**src/rtl/if_stage_if.sv**
```systemverilog
// Instruction-cache request/ready handshake between the fetch stage and the icache.
interface if_stage_if;
    logic        icache_req;
    logic [31:0] icache_addr;
    logic        icache_ready;
    logic [31:0] icache_rdata;

    modport master (output icache_req, output icache_addr,
                    input  icache_ready, input icache_rdata);
    modport slave  (input  icache_req, input icache_addr,
                    output icache_ready, output icache_rdata);
endinterface

```
**src/rtl/if_stage.sv**
```systemverilog
// Instruction fetch: PC, icache handshake, skid buffer and IF/ID register.
// Define BTB_EN to build the direct-mapped branch target buffer; otherwise pred = pc+4.
//
// state   | meaning
// REQ     | request outstanding at pc (idle for the first cycle after reset)
// HOLD    | fetched word parked in the skid buffer while decode is stalled
// DISCARD | finishing an access issued before a redirect; its data is dropped
module if_stage #(
    parameter logic [31:0] RESET_PC    = 32'h0000_0000,
    parameter int          BTB_ENTRIES = 16
) (
    input  logic        clk,
    input  logic        rst,
    input  logic        hazard,
    input  logic        memhazard,
    input  logic        redirect,
    input  logic [31:0] redirect_pc,
    input  logic        upd_valid,
    input  logic [31:0] upd_pc,
    input  logic [31:0] upd_target,
    input  logic        upd_taken,
    if_stage_if.master  ic,
    output logic [31:0] pcD,
    output logic [31:0] instrD,
    output logic [31:0] predictpcD,
    output logic        validD
);
    localparam int          IDX_W = $clog2(BTB_ENTRIES);
    localparam int          TAG_W = 30 - IDX_W;
    localparam logic [31:0] NOP   = 32'h0000_0013;

    typedef enum logic [1:0] {REQ, HOLD, DISCARD} state_t;

    state_t           state;
    logic             req_q;
    logic [31:0]      pc;
    logic [31:0]      redir_pc;
    logic [31:0]      pred;
    logic [31:0]      skid_pc;
    logic [31:0]      skid_instr;
    logic [31:0]      skid_pred;
    logic             stall;
    logic             rdy;
    logic [IDX_W-1:0] lk_idx;

    assign stall          = hazard | memhazard;
    assign rdy            = ic.icache_ready & req_q;
    assign ic.icache_req  = req_q;
    assign ic.icache_addr = pc;
    assign lk_idx         = pc[IDX_W+1:2];

`ifdef BTB_EN
    logic [BTB_ENTRIES-1:0] btb_valid;
    logic [TAG_W-1:0]       btb_tag    [BTB_ENTRIES];
    logic [31:0]            btb_target [BTB_ENTRIES];
    logic [1:0]             btb_ctr    [BTB_ENTRIES];
    logic [IDX_W-1:0]       up_idx;
    logic                   up_hit;
    logic                   unused_btb;

    assign up_idx     = upd_pc[IDX_W+1:2];
    assign up_hit     = btb_valid[up_idx] && (btb_tag[up_idx] == upd_pc[31:IDX_W+2]);
    assign pred       = (btb_valid[lk_idx] && (btb_tag[lk_idx] == pc[31:IDX_W+2]) &&
                         btb_ctr[lk_idx][1]) ? btb_target[lk_idx] : pc + 32'd4;
    assign unused_btb = ^upd_pc[1:0];

    always_ff @(posedge clk) begin
        if (rst) begin
            btb_valid <= '0;
            for (int i = 0; i < BTB_ENTRIES; i++) begin
                btb_ctr[i[IDX_W-1:0]] <= 2'b01;
            end
        end else if (upd_valid) begin
            if (up_hit) begin
                if (upd_taken) begin
                    btb_target[up_idx] <= upd_target;
                    if (btb_ctr[up_idx] != 2'b11) btb_ctr[up_idx] <= btb_ctr[up_idx] + 2'd1;
                end else if (btb_ctr[up_idx] != 2'b00) begin
                    btb_ctr[up_idx] <= btb_ctr[up_idx] - 2'd1;
                end
            end else if (upd_taken) begin
                btb_valid[up_idx]  <= 1'b1;
                btb_tag[up_idx]    <= upd_pc[31:IDX_W+2];
                btb_target[up_idx] <= upd_target;
                btb_ctr[up_idx]    <= 2'b10;
            end
        end
    end
`else
    logic unused_upd;

    assign pred       = pc + 32'd4;
    assign unused_upd = ^{lk_idx, upd_valid, upd_pc, upd_target, upd_taken};
`endif

    always_ff @(posedge clk) begin
        if (rst) begin
            state      <= REQ;
            req_q      <= 1'b0;
            pc         <= RESET_PC;
            redir_pc   <= '0;
            skid_pc    <= '0;
            skid_instr <= NOP;
            skid_pred  <= '0;
            pcD        <= '0;
            instrD     <= NOP;
            predictpcD <= '0;
            validD     <= 1'b0;
        end else if (redirect) begin
            pcD        <= pc;
            instrD     <= NOP;
            predictpcD <= pc;
            validD     <= 1'b0;
            skid_pc    <= '0;
            skid_instr <= NOP;
            skid_pred  <= '0;
            // An access still in flight must finish on its old address first.
            if (state != HOLD && req_q && !rdy) begin
                state    <= DISCARD;
                redir_pc <= redirect_pc;
            end else begin
                state <= REQ;
                req_q <= 1'b1;
                pc    <= redirect_pc;
            end
        end else begin
            case (state)
                REQ: begin
                    req_q <= 1'b1;
                    if (rdy) begin
                        pc <= pred;
                        if (stall) begin
                            skid_pc    <= pc;
                            skid_instr <= ic.icache_rdata;
                            skid_pred  <= pred;
                            state      <= HOLD;
                            req_q      <= 1'b0;
                        end else begin
                            pcD        <= pc;
                            instrD     <= ic.icache_rdata;
                            predictpcD <= pred;
                            validD     <= 1'b1;
                        end
                    end else if (!stall) begin
                        pcD        <= pc;
                        instrD     <= NOP;
                        predictpcD <= pc;
                        validD     <= 1'b0;
                    end
                end
                HOLD: begin
                    if (!stall) begin
                        pcD        <= skid_pc;
                        instrD     <= skid_instr;
                        predictpcD <= skid_pred;
                        validD     <= 1'b1;
                        state      <= REQ;
                        req_q      <= 1'b1;
                    end
                end
                DISCARD: begin
                    if (!stall) begin
                        pcD        <= pc;
                        instrD     <= NOP;
                        predictpcD <= pc;
                        validD     <= 1'b0;
                    end
                    if (rdy) begin
                        pc    <= redir_pc;
                        state <= REQ;
                    end
                end
                default: state <= REQ;
            endcase
        end
    end
endmodule

```
**src/flat_wrapper.sv**
```systemverilog
// flat-port wrapper written by rule: the top's interface ports become plain ports
module if_stage_flat 
#(
    parameter logic [31:0] RESET_PC    = 32'h0000_0000,
    parameter int          BTB_ENTRIES = 16
)
  (clk, rst, hazard, memhazard, redirect, redirect_pc, upd_valid, upd_pc, upd_target, upd_taken, pcD, instrD, predictpcD, validD, ic_icache_req, ic_icache_addr, ic_icache_ready, ic_icache_rdata);
  if_stage_if ic_i ();
  input  logic clk;
  input  logic rst;
  input  logic hazard;
  input  logic memhazard;
  input  logic redirect;
  input  logic [31:0] redirect_pc;
  input  logic upd_valid;
  input  logic [31:0] upd_pc;
  input  logic [31:0] upd_target;
  input  logic upd_taken;
  output logic [31:0] pcD;
  output logic [31:0] instrD;
  output logic [31:0] predictpcD;
  output logic validD;
  output wire logic [$bits(ic_i.icache_req)-1:0] ic_icache_req;
  output wire logic [$bits(ic_i.icache_addr)-1:0] ic_icache_addr;
  input wire logic [$bits(ic_i.icache_ready)-1:0] ic_icache_ready;
  input wire logic [$bits(ic_i.icache_rdata)-1:0] ic_icache_rdata;
  assign ic_icache_req = ic_i.icache_req;
  assign ic_icache_addr = ic_i.icache_addr;
  assign ic_i.icache_ready = ic_icache_ready;
  assign ic_i.icache_rdata = ic_icache_rdata;
  if_stage #(.RESET_PC(RESET_PC), .BTB_ENTRIES(BTB_ENTRIES)) u_core (.clk(clk), .rst(rst), .hazard(hazard), .memhazard(memhazard), .redirect(redirect), .redirect_pc(redirect_pc), .upd_valid(upd_valid), .upd_pc(upd_pc), .upd_target(upd_target), .upd_taken(upd_taken), .ic(ic_i), .pcD(pcD), .instrD(instrD), .predictpcD(predictpcD), .validD(validD));
endmodule
```
**config.mk**
```make
export PLATFORM = sky130hd
export DESIGN_NAME = if_stage_flat
export DESIGN_NICKNAME = d
export VERILOG_FILES = /design/src/rtl/if_stage_if.sv /design/src/rtl/if_stage.sv /design/src/flat_wrapper.sv
export SDC_FILE = /design/constraint.sdc
export NUM_CORES = 1
export LEC_CHECK = 0
export CAP_MARGIN = 20
export CORE_MARGIN = 5
export CORE_UTILIZATION = 65
export CTS_BUF_LIST = sky130_fd_sc_hd__clkbuf_8
export DETAILED_ROUTE_END_ITERATION = 8
export DONT_BUFFER_PORTS = 1
export GPL_TIMING_DRIVEN = 0
export PLACE_DENSITY = 0.85
export SYNTH_ARGS = -nofsm -noshare
export SYNTH_HDL_FRONTEND = slang
export SYNTH_SLANG_ARGS = --single-unit
```
**constraint.sdc**
```tcl
create_clock -name clk -period 4.4 [get_ports clk]
set_input_delay 0 -clock clk [delete_from_list [all_inputs] [get_ports clk]]
set_output_delay 0 -clock clk [all_outputs]
set_load 0.03 [all_outputs]
```
==> results of run 1 <==
==> sequential cells by signal, indices dropped and copies added, names as in the netlist, named ones only <==
| register | cells |
|---|---|
| u_core.state | 2 |
| u_core.skid_pred | 32 |
| u_core.ic.icache_addr | 32 |
| u_core.ic.icache_req | 1 |
| u_core.redir_pc | 32 |
| u_core.skid_pc | 30 |
| u_core.skid_instr | 32 |
| u_core.pcD | 32 |
| u_core.predictpcD | 32 |
| u_core.instrD | 32 |
==> placed cells by master (no fill, tap or decap), drive strengths merged, types with 9 or more instances in the layout <==
| master | count |
|---|---|
| xnor2 | 13 |
| nor3 | 32 |
| dfxtp | 258 |
| a22oi | 41 |
| and2 | 10 |
| a311oi | 35 |
| o221ai | 11 |
| nor4 | 13 |
| a221oi | 10 |
| a31oi | 9 |
| nand3 | 21 |
| clkbuf | 155 |
| a211oi | 21 |
| o211ai | 15 |
| and3 | 19 |
| dlygate4sd3 | 73 |
| nand2 | 312 |
| a32o | 9 |
| inv | 30 |
| nand4 | 15 |
| a21oi | 155 |
| o21ai | 105 |
| buf | 57 |
| a22o | 35 |
| nor2 | 138 |
==> how the worst min path moves through the flow <==
stage | start | endpoint | slack [ns] | cells past startpoint
3_3_place_gp | ic_icache_rdata[1] | u_core.skid_instr[1]$_SDFFE_PP1P_ | 0.13 | 2
2_1_floorplan | ic_icache_rdata[0] | u_core.skid_instr[0]$_SDFFE_PP1P_ | 0.12 | 2
5_1_grt | rst | u_core.predictpcD[19]$_SDFFE_PP0P_ | 0.09 | 3
6_report | rst | u_core.predictpcD[19]$_SDFFE_PP0P_ | 0.04 | 3
3_5_place_dp | ic_icache_rdata[4] | u_core.skid_instr[4]$_SDFFE_PP1P_ | 0.13 | 2
4_1_cts | rst | u_core.predictpcD[19]$_SDFFE_PP0P_ | 0.03 | 3
==> worst reg2reg max path: cells and delay by family, from the launching register on <==
kind / cells / cell delay (ns)
DFF: 1 / 0.55
and+or+nand+nor: 4 / 0.77
buffers and inverters: 5 / 1.90
==> per-layer routing <==
metal	part of all wire [%]	track usage [%]
met1	35	54.8
met2	43	67.3
met3	15	13.2
met4	7.2	24.6
met5	0	0
==> stage by stage <==
stage          cell area (um^2)  hold WS, ns  cells  util [%]
2_1_floorplan             12300        0.124   1575         -
3_5_place_dp              12600        0.132   1810      67.3
6_report                  14100       0.0386   1950      75.4
5_1_grt                   14100       0.0913   1950      75.4
3_3_place_gp              12500        0.129   1809      67.3
4_1_cts                   14100       0.0300   1950      75.4
==> power by group <==
part           leakage (nW)  switching, mW  total [mW]  internal [mW]
Clock                 0.450          0.975        2.03           1.05
Combinational          2.39          0.587       0.866          0.279
Sequential             2.10          0.263        2.71           2.44
==> kinds of logic (layout without fill, tap and decap cells) <==
| kind of cell | count (synthesis) | in the layout | synth area share [%] |
|---|---|---|---|
| flops | 258 | 258 | 42.1 |
| mux | 7 | 7 | 0.572 |
| fa+ha+maj | 5 | 5 | 0.511 |
| compound gates | 517 | 517 | 28.2 |
| buf+inv | 177 | 318 | 6.04 |
| xor+xnor | 21 | 21 | 1.50 |
| simple gates | 590 | 590 | 21.1 |
==> layout make-up <==
class / instances / share of cell area (%)
timing repair buffer: 74 / 5.23
tap: 234 / 2.08
buffer: 159 / 4.79
clock buffer: 52 / 5.09
inverter: 18 / 0.480
clock inverter: 15 / 0.454
sequential: 258 / 36.7
multi-input combinational: 1140 / 45.1
==> reports/results.tsv, run 1 <==
metric	value	unit
tightest_slew	0.974	ns
fin_crit_sh	75.6	%
dpl.hpwl	34300	um
clk-insertion-delay-late	0.59	ns
cpMaxStageDelayCell	dlygate4sd3_1	
clock_sinks	258	
core_area	18600	um^2
fill_cells	1393	
async_flop_share	0	%
synthTopCellsByCount	nand2_1 (312), dfxtp_1 (258), a21oi_1 (154), nor2_1 (138), o21ai_0 (103)	
path_buf_inv	5	
numPortBuffers	0	
reg2reg_slack	1.07	ns
slew_viol_final	0	
die_h	147	um
ys_seq_area_share	42.1	%
ir_drop	0.000303	V
drc	0	
synth_area_leaders	dfxtp_1 (42%), nand2_1 (9.6%), a21oi_1 (6.3%)	
synth_fp_nets	1716	
nets	1834	
start_kind	register	
required	4.84	ns
fmaxAchievable	301	MHz
antenna_found_initial	0	
startpoint	u_core.ic.icache_req$_SDFFE_PP0P_	
crit_end	u_core.skid_instr[4]$_SDFFE_PP1P_	
reg2regPathDepth	9	
grt_usage	43.7	%
crit_chain	clkbuf_1, and2_1, clkbuf_1, nand3_1, buf_2, buf_1, nand2_1, nand3_1, dlygate4sd3_1	
routedWlPerCell	25.3	um
die_w	147	um
holdBufCountCts	73	
final_antenna_net_count	0	
ff_latch_area	5160	um^2
die_area	21700	um^2
row_count	50	
yosysWarnings	0	
cts_resized	0	
gr-total-overflow	0	
root_buffer	clkbuf_8	
finalSetupTns	0	ns
timing.rr.end	u_core.skid_instr[4]$_SDFFE_PP1P_	
drt_wl_total	49400	um
clock_path_buffers	3	
powerDensity	398	nW/um^2
grt_pass1_vias	12950	
area_growth	14.8	%
synth_most_common_cell	nand2_1	
synthesis.area	12300	um^2
ys_ff_latch	258	
outcome	complete, no violations	
drtIter0Drc	2298	
timing.rr.start	u_core.ic.icache_req$_SDFFE_PP0P_	
rsz0062_at_grt	false	
max_cap_violations	0	
yosysUniqueCellTypes	68	
pre_cts_ws	1.56	ns
end_kind	register	
grt_max_degree	11	
fin_crit	3.33	ns
cp.arrival	3.77	ns
floorplan.initialDensity	65.7	%
final-setup-viol-count	0	
setup.worst_path.class	register to register	
synth_top_area_cell	dfxtp_1	
finalPower	5.60	mW
timing.final.ws_setup	1.07	ns
grt_pass1_wl	74500	um
io_pins	266	
synthCells	1575	
leakagePower	4.94	nW
synth_top_area_share	42.1	%
crit_family	buffers and inverters	
max_stage_delay	0.59	ns
max_slew_margin	34.8	%
drive_above_1_share	7.28	%
drt-pass1-iter-count	7	
cts_tree	built	
crit_cells	9	
vias	13720	
synth-main-ff-cell	dfxtp_1	
cts-buffers-inserted	42	
diodes	0	
cts_max_level	2	
multiInputGateArea	6350	um^2
gp_congestion	1.05	
syn_area_per_cell	7.78	um^2
hold_class	input port to register	
fin_skew	0.0503	ns
via_per_inst	7.04	
hold_violations	0	
post_cts_buffers	0	
path_max_fanout	10	
synth_edf_count	0	
clkTransAtPathRegs	0.07	ns
No activity file was read; power rests on OpenSTA's default activity.
==> run 2, diff against run 1 <==
clock period = 3.3 ns   (was 4.4 ns; I/O delays follow)
==> reports/results.tsv, run 2 (synthesized netlist as in run 1, its figures left out) <==
metric	value	unit	change
outcome	complete, no violations		unchanged
die_h	147	um	unchanged
root_buffer	clkbuf_8		unchanged
die_area	21700	um^2	unchanged
power_frac_clock	36.2	%	about the same
reg2regPathDepth	10		was 9
core_area	18600	um^2	unchanged
clkTransAtPathRegs	0.07	ns	about the same
final_antenna_net_count	0		unchanged
area_growth	14.8	%	about the same
gr-total-overflow	0		unchanged
ir_drop	0.000403	V	was 0.000303 V
vias	13693		was 13720
grt_usage	43.7	%	unchanged
drtIter0Drc	2095		was 2298
finalSetupTns	0	ns	unchanged
nets	1833		was 1834
slew_viol_final	0		unchanged
drive_above_1_share	7.35	%	was 7.28%
setup.worst_path.class	register to register		unchanged
row_count	50		unchanged
clock_sinks	258		unchanged
antenna_found_initial	0		unchanged
drt_wl_total	49500	um	was 49400 um
diodes	0		unchanged
hold_class	input port to register		unchanged
tightest_slew	0.976	ns	was 0.974 ns
design_area	14100	um^2	about the same
numPortBuffers	0		unchanged
gp_congestion	1.05		unchanged
clk-insertion-delay-late	0.59	ns	about the same
floorplan.initialDensity	65.7	%	unchanged
fmaxAchievable	323	MHz	was 301 MHz
io_pins	266		unchanged
max_cap_violations	0		unchanged
final-setup-viol-count	0		unchanged
leakagePower	4.94	nW	about the same
swShare	32.5	%	was 32.6%
via_per_inst	7.03		was 7.04
dpl.hpwl	34300	um	unchanged
placedInstanceArea	12600	um^2	unchanged
cts-buffers-inserted	42		unchanged
mostFrequentLayoutCells	nand2_1 (312), dfxtp_1 (258), a21oi_1 (154)		unchanged
hold_violations	0		unchanged
grt_pass1_wl	74500	um	unchanged
die_w	147	um	unchanged
drt-pass1-iter-count	8		was 7
routedWlPerCell	25.4	um	was 25.3 um
cp.arrival	3.56	ns	was 3.77 ns
powerDensity	531	nW/um^2	was 398 nW/um^2
rsz0062_at_grt	false		unchanged
cts_max_level	2		unchanged
cts_tree	built		unchanged
post_cts_buffers	0		unchanged
fin_crit_sh	93.9	%	was 75.6%
path_max_fanout	10		unchanged
grt_max_degree	11		unchanged
p_comb_share	15.5	%	about the same
start_kind	register		unchanged
fin_skew	0.0497	ns	was 0.0503 ns
final_common_cell	nand2_1		unchanged
drc	0		unchanged
fin_crit	3.10	ns	was 3.33 ns
p_int	5.03	mW	was 3.78 mW
seqPwrFrac	48.4	%	was 48.3%
grt_pass1_vias	12950		unchanged
end_kind	register		unchanged
fill_cells	1395		was 1393
clock_path_buffers	3		unchanged
max_slew_margin	34.7	%	was 34.8%
p_switching	2.43	mW	was 1.83 mW
hold_path_depth	3		unchanged
required	3.76	ns	was 4.84 ns
-- run 2: cell count changes in the layout (fill, tap and decap cells not counted) --
| cell | delta |
|---|---|
| clkbuf_1 | -1 |
| nand3_1 | -1 |
| nand3_2 | +1 |
-- run 2: per-layer routing --
layer | wire, um | track usage (%) | up-vias | part of all wire, %
li1 | - | - | 5877 | -
met1 | 17200 | 54.8 | 6299 | 35
met2 | 21300 | 67.3 | 1197 | 43
met3 | 7320 | 13.2 | 320 | 15
met4 | 3580 | 24.6 | 0 | 7.2
met5 | 0 | 0 | - | 0
-- run 2: layout make-up --
| type | instances | area (um^2) | area share [%] |
|---|---|---|---|
| repair buffers | 74 | 736 | 5.23 |
| multi-input cells | 1140 | 6350 | 45.2 |
| flip-flops and latches | 258 | 5160 | 36.7 |
| plain buffers | 158 | 669 | 4.76 |
| clock buffers | 52 | 716 | 5.09 |
| well taps | 234 | 293 | 2.08 |
| inverters | 18 | 67.6 | 0.480 |
| clock inverters | 15 | 63.8 | 0.454 |
-- run 2: worst max-delay path, cell delays in order, from the launching register on --
cell	delay (ns)
dfxtp_1	0.43
inv_1	0.09
ha_1	0.27
buf_2	0.19
nand3b_1	0.38
a21oi_1	0.13
o21bai_1	0.27
clkbuf_1	0.53
buf_2	0.37
a22oi_1	0.15
nor2_1	0.20
-- run 2: path summary, 6_finish.rpt --
path / slack (ns) / from / endpoint
min: 0.06 / rst / u_core.predictpcD[19]$_SDFFE_PP0P_
max: 0.20 / u_core.state[1]$_SDFFE_PP0P_ / u_core.instrD[21]$_SDFFE_PP0P_
min reg2reg: 0.45 / u_core.redir_pc[20]$_SDFFE_PP0N_ / u_core.redir_pc[20]$_SDFFE_PP0N_
max reg2reg: 0.20 / u_core.state[1]$_SDFFE_PP0P_ / u_core.instrD[21]$_SDFFE_PP0P_
-- run 2: through the flow --
step	total power [mW]	hold slack (ns)	setup WS, ns	std cells	util, %
3_5_place_dp	4.66	0.132	0.456	1810	67.3
6_report	7.46	0.0581	0.201	1949	75.4
5_1_grt	7.67	0.0855	0.0850	1949	75.4
3_3_place_gp	4.64	0.129	0.379	1809	67.3
4_1_cts	7.35	0.0300	0.0772	1950	75.4
2_1_floorplan	4.30	0.124	1.14	1575	-
-- run 2: repair_timing --
item                                    CTS  global route
endpoints found under the setup margin    0             3
resized for setup                         0             1
hold buffers                             73             0
endpoints found under the hold margin   135             0
-- run 2: power groups by stage --
stage	combinational, mW	clock [mW]	sequential (mW)
2_1_floorplan	0.697	0	3.60
3_3_place_gp	0.981	0	3.66
3_5_place_dp	0.998	0	3.67
4_1_cts	1.09	2.66	3.60
5_1_grt	1.21	2.83	3.62
6_report	1.16	2.70	3.61
